### src/rtl/rv32i_pkg.sv
// Shared definitions for the rv32i core: word size, PC step, canonical NOP,
// the PC-tagged fetch buffer entry and the fetch FSM state type.
package rv32i_pkg;

   localparam int XLEN = 32;
   localparam logic [XLEN-1:0] PC_INC = 32'd4;
   localparam logic [XLEN-1:0] NOP    = 32'h0000_0013;

   typedef struct packed {
      logic [XLEN-1:0] pc;
      logic [XLEN-1:0] ins;
   } fetch_entry_t;

   typedef enum logic {
      BOOT = 1'b0,
      RUN  = 1'b1
   } fetch_state_e;

   // Instruction addresses are always word aligned; low two bits are dropped.
   function automatic logic [XLEN-1:0] alignPc(input logic [XLEN-1:0] pc);
      return {pc[XLEN-1:2], 2'b00};
   endfunction

endpackage

### src/rtl/fetch_fifo.sv
// Small synchronous FIFO holding PC-tagged instruction words between the
// memory response port and decode. Flush empties it and beats a push.
module fetch_fifo #(
   parameter int DEPTH = 2,
   parameter int WIDTH = 64
) (
   input  logic                   clk,
   input  logic                   rst_n,
   input  logic                   push,
   input  logic                   pop,
   input  logic                   flush,
   input  logic [WIDTH-1:0]       wdata,
   output logic [WIDTH-1:0]       rdata,
   output logic [$clog2(DEPTH):0] count,
   output logic                   full,
   output logic                   empty
);

   localparam int PTR_W = $clog2(DEPTH);
   localparam int CNT_W = PTR_W + 1;

   logic [WIDTH-1:0] mem_q [DEPTH];
   logic [PTR_W-1:0] rdPtr_q;
   logic [PTR_W-1:0] wrPtr_q;
   logic [CNT_W-1:0] count_q;
   logic             doPush;
   logic             doPop;

   assign full   = (count_q == CNT_W'(DEPTH));
   assign empty  = (count_q == '0);
   assign count  = count_q;
   assign rdata  = mem_q[rdPtr_q];
   // A full FIFO may still take a push when the head leaves in the same cycle.
   assign doPush = push & (~full | pop);
   assign doPop  = pop & ~empty;

   // Pointer and occupancy bookkeeping; pointers wrap naturally since DEPTH
   // is a power of two, and a flush returns everything to the empty state.
   always_ff @(posedge clk or negedge rst_n) begin
      if (!rst_n) begin
         rdPtr_q <= '0;
         wrPtr_q <= '0;
         count_q <= '0;
      end else if (flush) begin
         rdPtr_q <= '0;
         wrPtr_q <= '0;
         count_q <= '0;
      end else begin
         if (doPush) wrPtr_q <= wrPtr_q + PTR_W'(1);
         if (doPop)  rdPtr_q <= rdPtr_q + PTR_W'(1);
         case ({doPush, doPop})
            2'b10:   count_q <= count_q + CNT_W'(1);
            2'b01:   count_q <= count_q - CNT_W'(1);
            default: count_q <= count_q;
         endcase
      end
   end

   // Storage array needs no reset; occupancy alone decides what is valid.
   always_ff @(posedge clk) begin
      if (doPush && !flush) mem_q[wrPtr_q] <= wdata;
   end

endmodule

### src/rtl/fetch_unit.sv
// Instruction fetch stage: issues word-aligned sequential requests under a
// credit limit, tags returned words with their PC, buffers them for decode
// and squashes everything in flight when execute redirects the PC.
module fetch_unit
   import rv32i_pkg::*;
#(
   parameter logic [31:0] RESET_PC   = 32'h0000_0000,
   parameter int          FIFO_DEPTH = 2
) (
   input  logic        clk,
   input  logic        rst_n,
   output logic        imem_req_valid,
   input  logic        imem_req_ready,
   output logic [31:0] imem_addr,
   input  logic        imem_rsp_valid,
   input  logic [31:0] imem_rdata,
   input  logic        redirect_valid,
   input  logic [31:0] redirect_pc,
   output logic        ins_valid,
   input  logic        ins_ready,
   output logic [31:0] ins,
   output logic [31:0] ins_pc
);

   localparam int CNT_W = $clog2(FIFO_DEPTH) + 1;
   localparam int SUM_W = CNT_W + 1;
   localparam logic [CNT_W-1:0] CNT_ONE = CNT_W'(1);

   fetch_state_e    state_q, state_d;
   logic [XLEN-1:0] fetchPc_q, fetchPc_d;
   logic [XLEN-1:0] tagPc_q, tagPc_d;
   logic [XLEN-1:0] lastPc_q;
   logic [CNT_W-1:0] outstanding_q, outstanding_d;
   logic [CNT_W-1:0] drop_q, drop_d;
   logic [CNT_W-1:0] fifoCount;
   logic [SUM_W-1:0] creditUsed;
   logic            fifoFull, fifoEmpty, fifoPush, fifoPop;
   logic            reqFire, rspKeep;
   fetch_entry_t    pushEntry, headEntry;

   assign creditUsed = SUM_W'(outstanding_q) + SUM_W'(fifoCount);
   assign imem_addr  = fetchPc_q;
   assign pushEntry  = '{pc: tagPc_q, ins: imem_rdata};
   assign ins_valid  = ~fifoEmpty;
   assign ins        = fifoEmpty ? NOP : headEntry.ins;
   assign ins_pc     = fifoEmpty ? lastPc_q : headEntry.pc;
   assign fifoPop    = ins_valid & ins_ready;
   assign fifoPush   = rspKeep & (~fifoFull | fifoPop);

   // Request gating, handshake accounting and redirect handling. Outstanding
   // counts every response still owed, including those marked for dropping,
   // so a word that is kept always finds a free FIFO slot.
   always_comb begin
      state_d       = state_q;
      fetchPc_d     = fetchPc_q;
      tagPc_d       = tagPc_q;
      outstanding_d = outstanding_q;
      drop_d        = drop_q;
      imem_req_valid = (state_q == RUN) && !redirect_valid &&
                       (creditUsed < SUM_W'(FIFO_DEPTH));
      reqFire = imem_req_valid & imem_req_ready;
      rspKeep = imem_rsp_valid && (drop_q == '0) && !redirect_valid;

      if (state_q == BOOT) state_d = RUN;

      if (reqFire) begin
         fetchPc_d     = fetchPc_q + PC_INC;
         outstanding_d = outstanding_d + CNT_ONE;
      end

      if (imem_rsp_valid) begin
         outstanding_d = outstanding_d - CNT_ONE;
         if (drop_q != '0) drop_d = drop_q - CNT_ONE;
      end

      if (rspKeep) tagPc_d = tagPc_q + PC_INC;

      if (redirect_valid) begin
         fetchPc_d = alignPc(redirect_pc);
         tagPc_d   = alignPc(redirect_pc);
         drop_d    = outstanding_d;
      end
   end

   // State registers; ins_pc keeps showing the last head once the buffer drains.
   always_ff @(posedge clk or negedge rst_n) begin
      if (!rst_n) begin
         state_q       <= BOOT;
         fetchPc_q     <= RESET_PC;
         tagPc_q       <= RESET_PC;
         lastPc_q      <= '0;
         outstanding_q <= '0;
         drop_q        <= '0;
      end else begin
         state_q       <= state_d;
         fetchPc_q     <= fetchPc_d;
         tagPc_q       <= tagPc_d;
         outstanding_q <= outstanding_d;
         drop_q        <= drop_d;
         if (!fifoEmpty) lastPc_q <= headEntry.pc;
      end
   end

   fetch_fifo #(
      .DEPTH (FIFO_DEPTH),
      .WIDTH (2 * XLEN)
   ) u_fifo (
      .clk   (clk),
      .rst_n (rst_n),
      .push  (fifoPush),
      .pop   (fifoPop),
      .flush (redirect_valid),
      .wdata (pushEntry),
      .rdata (headEntry),
      .count (fifoCount),
      .full  (fifoFull),
      .empty (fifoEmpty)
   );

endmodule

### config.mk
export PLATFORM = sky130hd
export DESIGN_NAME = fetch_unit
export DESIGN_NICKNAME = d
export VERILOG_FILES = /design/src/rtl/rv32i_pkg.sv /design/src/rtl/fetch_fifo.sv /design/src/rtl/fetch_unit.sv
export SDC_FILE = /design/constraint.sdc
export NUM_CORES = 1
export LEC_CHECK = 0
export CAP_MARGIN = 20
export CORE_UTILIZATION = 48
export DETAILED_ROUTE_END_ITERATION = 10
export PLACE_DENSITY = 0.77
export SETUP_SLACK_MARGIN = 0.15
export SLEW_MARGIN = 20
export SYNTH_ARGS = -nofsm -noshare
export SYNTH_HDL_FRONTEND = slang
export SYNTH_SLANG_ARGS = --single-unit
### constraint.sdc
create_clock -name clk -period 5.8 [get_ports clk]
set_input_delay 0.87 -clock clk [delete_from_list [all_inputs] [get_ports clk]]
set_output_delay 0.87 -clock clk [all_outputs]
set_load 0.01 [all_outputs]
==> results of run 1 <==
## power by group
group          switching (mW)  internal, mW
sequential              0.149          1.93
combinational           0.498         0.500
clock                   0.572         0.860
total                    1.22          3.29
## cell usage in the layout (no fill, tap or decap), types with 2 or more instances in the layout
master           instances
clkdlybuf4s50_1        161
ha_1                     3
edfxtp_1               124
nor2_1                  50
nand3_1                 32
a31oi_1                  5
nor3_1                   5
a21oi_1                 11
clkbuf_8                 3
nand4_1                 20
xnor2_1                 12
o21ai_0                 70
clkinv_2                 5
nand2b_1                 3
o211ai_1                15
and2_1                   7
and3_1                  10
clkbuf_16               23
mux2_2                   4
nand2_1                 95
nor4_2                   2
nor4_1                   2
clkbuf_1                 6
xor2_1                  24
o311ai_1                 5
bufinv_16                2
inv_1                    9
and4_1                   3
nor2b_1                  2
mux2i_1                 66
a21o_1                   2
dfrtp_1                100
buf_4                    6
o311ai_0                 7
or3_1                    4
conb_1                   3
## cells by family (layout without fill, tap and decap cells)
family          after synthesis  after routing  share of synthesized area
buf+inv                      45            219                    0.02041
xor+xnor                     36             36                    0.03339
simple gates                245            245                     0.1239
fa+ha+maj                     4              4                   0.006096
mux                          70             70                    0.07474
compound gates              123            123                    0.07859
other cells                   2              3                  0.0007954
flops                       225            225                     0.6621
## metal layers
metal,wire [um],part of all wire,vias to the layer above
li1,-,-,3068
met1,9044,0.45,3058
met2,9161,0.46,265
met3,1504,0.075,30
met4,392,0.020,0
met5,0,0,-
## layout make-up
cell class                      instances  area (um^2)
Timing Repair Buffer                  169         1682
Clock inverter                          9        100.1
Tap cell                              260        325.3
Clock buffer                           32        639.4
Multi-Input combinational cell        481         3032
Inverter                                9        33.78
Sequential cell                       225         6255
Fill cell                            1475         6952
## state kept, by name, indices dropped and copies added, names as in the netlist
signal	flops
u_fifo.mem_q	124
lastPc_q	32
imem_addr	30
tagPc_q	30
drop_q	2
outstanding_q	2
u_fifo.count	2
state_q	1
u_fifo.rdPtr_q	1
u_fifo.wrPtr_q	1
## how the worst min path moves through the flow
stage                             from             endpoint  slack [ps]
after floorplan            tagPc_q[31]  u_fifo.mem_q[0][63]         460
after global placement     lastPc_q[1]          lastPc_q[1]         470
after detailed placement   lastPc_q[1]          lastPc_q[1]         470
after CTS                        rst_n        imem_addr[31]         490
after global routing      lastPc_q[10]         lastPc_q[10]         510
final                            rst_n        imem_addr[31]         440
## stage by stage
stage,power [mW],hold WS [ps],worst slack (ps)
after global routing,4.724,512.2,1504
after global placement,3.087,465.0,1928
after detailed placement,3.113,471.8,1884
after floorplan,2.573,461.6,1241
after CTS,4.554,486.1,1776
final,4.509,442.7,1823
## worst reg2reg max path: stages (launching register included)
cell and delay [ps]:
dfrtp_1 370, inv_1 100, ha_1 190, and2_1 410
o21ai_0 410, nor3_4 500, buf_4 660
==> results.ini, run 1 <==
[worst_setup_path]
cp_max_fo = 49
crit_arrival_ps = 3110
critPathCaptureType = output pin
crit_slowest_cell = nor2_4
regToRegSetupSlack_ps = 2760
slowest_delay_ps = 730
start_kind = flip-flop
reg2reg_from = drop_q[0]
crit_family = buffers and inverters
path_class = flip-flop to output pin
rr_endpoint = u_fifo.mem_q[0][50]
path_cells = nor2_4, buf_4, nand2_1, o21ai_0, clkdlybuf4s50_1
crit_cells = 5
cp-startpoint = u_fifo.count[1]
crit_buf_inv = 2
worst_ep_required_time_ps = 4930
reg2regPathDepth = 6
crit_path_end = ins_pc[6]

[timing]
slew_headroom = 0.2714
min_period_over_period = 0.6857
worst_pin_slew_ps = 1085
rsz0062_at_grt = no
slew_violations = 0
finalHoldViolCount = 0
tns_ps = 0
max_freq_mhz = 251.4
min_period_ps = 3977
finalSetupViolCount = 0
finalClockSkew_ps = 10.74

[clock_tree]
clk_pin_slew_ps = 60
clockBufferDepth = 3
numClockSinks = 225
cts_buffers = 23
htree_levels = 1
post_cts_buffers = 0
cts_hold_buf = 0
cts_resized = 0
clk_root_buffer_cell = clkbuf_16
tritoncts = done
clk_latency_ps = 490

[grt]
grt_overflow = 0
grt_use_total = 0.1993
grt_max_degree = 63
grt_pass1_wl_um = 31440
use_met3 = 0.03331
grt_busiest_layer = met2
antenna_found_initial = 0
grtUsageMet1 = 0.2784
met2_usage = 0.3217
grt_pass1_vias = 6163

[logic_synthesis]
synth.distinct_cells = 51
yosys.area.top_type = edfxtp_1
ys.flop_type = edfxtp_1
synth.area.top_cells = edfxtp_1 39%, dfrtp_1 27%, mux2i_1 7.0%
synthTopCellsByCount = 124 x edfxtp_1, 101 x dfrtp_1, 95 x nand2_1
ys_seq_elements = 225
synth_warnings = 0
synth_area_per_cell_um2 = 12.59
syn_area_um2 = 9442
ys_seq_area_frac = 0.6621
synth-async-reset-ratio = 0.4489
synth-edff-count = 124
syn_inst = 750
synth_top_area_share = 0.3944
yosysMostFrequentCell = edfxtp_1

[drt]
avgViaCountPerCell = 5.419
routed_wl_um = 20100
drc = 0
wl_per_cell_um = 16.96
vias = 6421
drtIter0Drc = 364
dr.pass1.iters = 5
ant_nets = 0

[pwr]
powerDensity_nw_per_um2 = 373.7
ir_worst_vdd_mv = 0.1711
power.leakage_nw = 4.351

[placed_design]
gp_congestion = 0.8790
portBuffers = 163
dp.cells = 1144
dp_hpwl_um = 13420
dpl_cell_area_um2 = 11330

[final_layout]
diodes = 0
area_growth_pct = 27.80
drive_gt1_frac = 0.06270
nets = 983
finalInstanceArea_um2 = 12070
layoutNonFillerInstCount = 1185
fin_util = 0.6345

[floorplanning]
num_rows = 50
initial_core_util = 0.4964
die_h_um = 142.3
die_x_um = 142.3
die_area_um2 = 20240
core_area_um2 = 19020
io_pins = 168

[hold_path]
min_path_type = input port to asynchronous set/reset pin

[outcome]
status = complete, no violations

[run]
drv_cap = 0

No activity file was read; power rests on OpenSTA's default activity.
==> run 2: changes to the inputs <==
Settings changed: CORE_UTILIZATION 48 to 50, PLACE_DENSITY 0.77 to 0.76.
Clock period 5.8 ns to 3.9 ns, I/O delays scaled along.
==> results.ini, run 2 (synthesis gave the netlist of run 1 again) <==
[final_layout]
fillCellCount = 1359
fin_util = 0.6658
multi_input_area_um2 = 3034
drive_gt1_frac = 0.06573
diodes = 0
layout_common_cells = 161 x clkdlybuf4s50_1, 124 x edfxtp_1, 100 x dfrtp_1
layoutNonFillerInstCount = 1157
final_common_cell = clkdlybuf4s50_1
reg_top3 = u_fifo.mem_q (124), lastPc_q (32)
nets = 986
largest_register_ffs = 124
regArea_um2 = 6255
area_growth_pct = 28.41
largest_register = u_fifo.mem_q

[pwr]
powerDensity_nw_per_um2 = 566.2
power.leakage_nw = 4.390
ir_worst_vdd_mv = 0.2878

[clock_tree]
cts_hold_buf = 0
clk_pin_slew_ps = 60
clk_latency_ps = 510
cts_resized = 0
clk_root_buffer_cell = clkbuf_16
numClockSinks = 225
htree_levels = 1
clockBufferDepth = 3
cts_buffers = 23
post_cts_buffers = 0
tritoncts = done

[drt]
avgViaCountPerCell = 5.655
drc = 0
drtIter0Drc = 454
ant_nets = 0
dr.pass1.iters = 5
routed_wl_um = 20750
vias = 6543
wl_per_cell_um = 17.93

[worst_setup_path]
regToRegSetupSlack_ps = 900
path_class = flip-flop to output pin
reg2reg_from = u_fifo.count[0]
worst_ep_required_time_ps = 3310
path_cells = and2_1, fa_1, or4b_4, inv_1, clkdlybuf4s50_1
slowest_delay_ps = 580
crit_slowest_cell = or4b_4
critPathCaptureType = output pin
rr_endpoint = imem_addr[19]
reg2regPathDepth = 8
cp_max_fo = 7
crit_arrival_ps = 2820
start_kind = flip-flop

[placed_design]
gp_congestion = 0.9018
portBuffers = 163
dp.cells = 1116
dp_slack_ps = 912.5
dp_hpwl_um = 13600

[floorplanning]
core_area_um2 = 18210
initial_core_util = 0.5185
die_x_um = 139.4
num_rows = 49
die_h_um = 139.4
io_pins = 168
die_area_um2 = 19440

[grt]
grt_use_total = 0.2142
grt_pass1_vias = 6227
grt_overflow = 0
antenna_found_initial = 0
grt_max_degree = 91
grt_pass1_wl_um = 32910

[timing]
rsz0062_at_grt = no
min_period_ps = 3410
setup_ws_ps = 490.4
slew_violations = 0
finalClockSkew_ps = 20.26
slew_headroom = 0.4211
tns_ps = 0
finalHoldViolCount = 0
finalSetupViolCount = 0
max_freq_mhz = 293.3
worst_pin_slew_ps = 868.3
min_period_over_period = 0.8743

[run]
drv_cap = 0

[hold_path]
min_path_type = input port to asynchronous set/reset pin

[outcome]
status = complete, no violations

-- run 2: final cells by class --
| type | count | area share |
|---|---|---|
| Inverter | 9 | 0.002786 |
| Tap cell | 229 | 0.02363 |
| Clock inverter | 12 | 0.01362 |
| Timing Repair Buffer | 172 | 0.1437 |
| Clock buffer | 29 | 0.05015 |
| Multi-Input combinational cell | 481 | 0.2503 |
| Sequential cell | 225 | 0.5159 |
-- run 2: power breakdown --
group	internal [mW]	leakage, nW	switching [mW]
Sequential	2.87	2.36	0.226
Combinational	0.761	1.64	0.764
Clock	1.37	0.381	0.872
-- run 2: how the worst max path moves through the flow --
stage                    startpoint                  to  slack, ps  cells past startpoint
floorplan                 drop_q[0]  u_fifo.mem_q[1][0]        420                      6
global placement    u_fifo.count[0]       imem_addr[19]        960                      8
detailed placement  u_fifo.count[0]        imem_addr[7]        910                      7
CTS                 u_fifo.count[0]      imem_req_valid        480                      5
global route        u_fifo.count[0]      imem_req_valid        400                      5
finish              u_fifo.count[0]      imem_req_valid        490                      5
-- run 2: per-layer routing --
layer | share of wire | routed length (um) | global-route usage
met3 | 0.076 | 1585 | 0.03304
met4 | 0.017 | 362 | 0.06199
met2 | 0.45 | 9406 | 0.3301
met1 | 0.45 | 9390 | 0.3161
met5 | 0 | 0 | 0
-- run 2: stage by stage --
| stage | hold WS (ps) | area, um^2 | power [mW] |
|---|---|---|---|
| finish | 182.3 | 12120 | 6.864 |
| global route | 241.9 | 12120 | 7.179 |
| CTS | 213.6 | 12120 | 6.939 |
| detailed placement | 471.1 | 11350 | 4.671 |
| global placement | 463.7 | 11350 | 4.612 |
| floorplan | 289.4 | 9468 | 3.830 |
-- run 2: critical path, delay by kind of cell, from the launching register on --
| kind | cells | cell delay, ps |
|---|---|---|
| buffers and inverters | 2 | 670 |
| adder cells (fa/ha/maj) | 1 | 440 |
| flip-flops | 1 | 450 |
| AND/OR/NAND/NOR | 2 | 760 |
==> run 3: changes to the inputs <==
Settings changed: PLACE_DENSITY 0.76 to 0.86.
==> results.ini, run 3 (synthesis gave the netlist of run 1 again) <==
[floorplanning]
num_rows = 49
die_area_um2 = 19440
io_pins = 168
core_area_um2 = 18210
initial_core_util = 0.5185
die_h_um = 139.4
die_x_um = 139.4

[run]
drv_cap = 0

[clock_tree]
numClockSinks = 225
cts_buffers = 23
clk_pin_slew_ps = 60
post_cts_buffers = 0
cts_resized = 0
clockBufferDepth = 3
htree_levels = 1
clk_root_buffer_cell = clkbuf_16
clk_latency_ps = 500
cts_hold_buf = 0
tritoncts = done

[worst_setup_path]
cp_max_fo = 7
crit_arrival_ps = 2870
start_kind = flip-flop
critPathCaptureType = output pin
worst_ep_required_time_ps = 3310
path_class = flip-flop to output pin

[final_layout]
final_common_cell = clkdlybuf4s50_1
layout_common_cells = 161 x clkdlybuf4s50_1, 124 x edfxtp_1, 100 x dfrtp_1
largest_register_ffs = 124
regArea_um2 = 6255
largest_register = u_fifo.mem_q
reg_top3 = u_fifo.mem_q (124), lastPc_q (32)
multi_input_area_um2 = 3034
drive_gt1_frac = 0.07104
diodes = 0
area_growth_pct = 28.08
fillCellCount = 1315
nets = 987

[drt]
drtIter0Drc = 505
wl_per_cell_um = 17.80
avgViaCountPerCell = 5.661
dr.pass1.iters = 5
routed_wl_um = 20610
drc = 0
vias = 6555
ant_nets = 0

[pwr]
intPower_mw = 4.914
power.leakage_nw = 4.384
ir_worst_vdd_mv = 0.3601
p_clk_frac = 0.320
powerDensity_nw_per_um2 = 561.4
p_sw_mw = 1.875
switching_share = 0.2762
seqPwrFrac = 0.456
power_frac_comb = 0.224

[grt]
antenna_found_initial = 0
grt_overflow = 0
grt_pass1_vias = 6213
grt_max_degree = 86
grt_use_total = 0.2146
grt_pass1_wl_um = 32820

[hold_path]
min_path_type = input port to asynchronous set/reset pin

[timing]
max_freq_mhz = 289.6
min_period_ps = 3453
setup_ws_ps = 446.9
worst_pin_slew_ps = 804.2
min_period_over_period = 0.8854
rsz0062_at_grt = no
finalHoldViolCount = 0
slew_violations = 0
slew_headroom = 0.4639
finalSetupViolCount = 0
tns_ps = 0
finalClockSkew_ps = 14.55

[outcome]
status = complete, no violations

[placed_design]
dp_hpwl_um = 13600
dp_slack_ps = 704.1
gp_congestion = 0.9015
portBuffers = 163

run 3: cell count changes in the layout (fill, tap and decap cells not counted):
cell	previous run	this run
buf_4	6	8
bufinv_16	4	2
clkinv_2	4	7
inv_6	2	0
clkbuf_1	5	1
inv_8	0	1
clkinvlp_4	0	1
clkbuf_8	1	4
buf_12	4	2
buf_6	0	1
run 3: per-layer routing:
layer | share of wire | up-vias | GRT usage
met5 | 0 | - | 0
met4 | 0.024 | 0 | 0.06316
met3 | 0.070 | 43 | 0.03476
met2 | 0.47 | 281 | 0.3438
met1 | 0.44 | 3147 | 0.3036
li1 | - | 3084 | -
run 3: final timing paths:
| kind | to | cells after the start | slack, ps | start |
|---|---|---|---|---|
| min in group clk | lastPc_q[0] | 1 | 480 | lastPc_q[0] |
| max in group asynchronous | lastPc_q[0] | 2 | 2980 | rst_n |
| hold reg to reg | lastPc_q[0] | 1 | 480 | lastPc_q[0] |
| setup reg to reg | imem_addr[19] | 8 | 890 | u_fifo.count[0] |
| hold / removal | imem_addr[31] | 1 | 120 | rst_n |
| setup / recovery | imem_req_valid | 5 | 450 | u_fifo.count[0] |
run 3: area by class of cell:
class                   count  share of cell area
well taps                 229             0.02369
multi-input cells         481              0.2509
repair buffers            173              0.1429
clock buffers              28             0.05246
clock inverters            13             0.01004
inverters                   9            0.002794
flip-flops and latches    225              0.5172
run 3: worst max-delay path: stages, from the launching register on:
cell             delay [ps]
dfrtp_1                 470
and2_1                  190
fa_1                    440
or4b_4                  580
inv_1                   140
clkdlybuf4s50_1         550
run 3: through the flow:
step           total power, mW  utilization  hold WS [ps]  std cells  cell area [um^2]
2_1_floorplan            3.830            -         289.4        751              9468
3_3_place_gp             4.602       0.6223         466.6       1117             11330
3_5_place_dp             4.657       0.6223         471.7       1117             11330
4_1_cts                  6.844       0.6638         327.9       1158             12090
5_1_grt                  7.091       0.6641         211.0       1158             12090
6_report                 6.789       0.6641         124.8       1158             12090
run 3: power groups by stage:
stage               registers, mW  clock network (mW)  logic (mW)
global placement             3.11                   0        1.49
finish                       3.09                2.18        1.52
CTS                          3.09                2.22        1.53
detailed placement           3.13                   0        1.53
floorplan                    3.08                   0       0.753
global route                 3.13                2.30        1.65
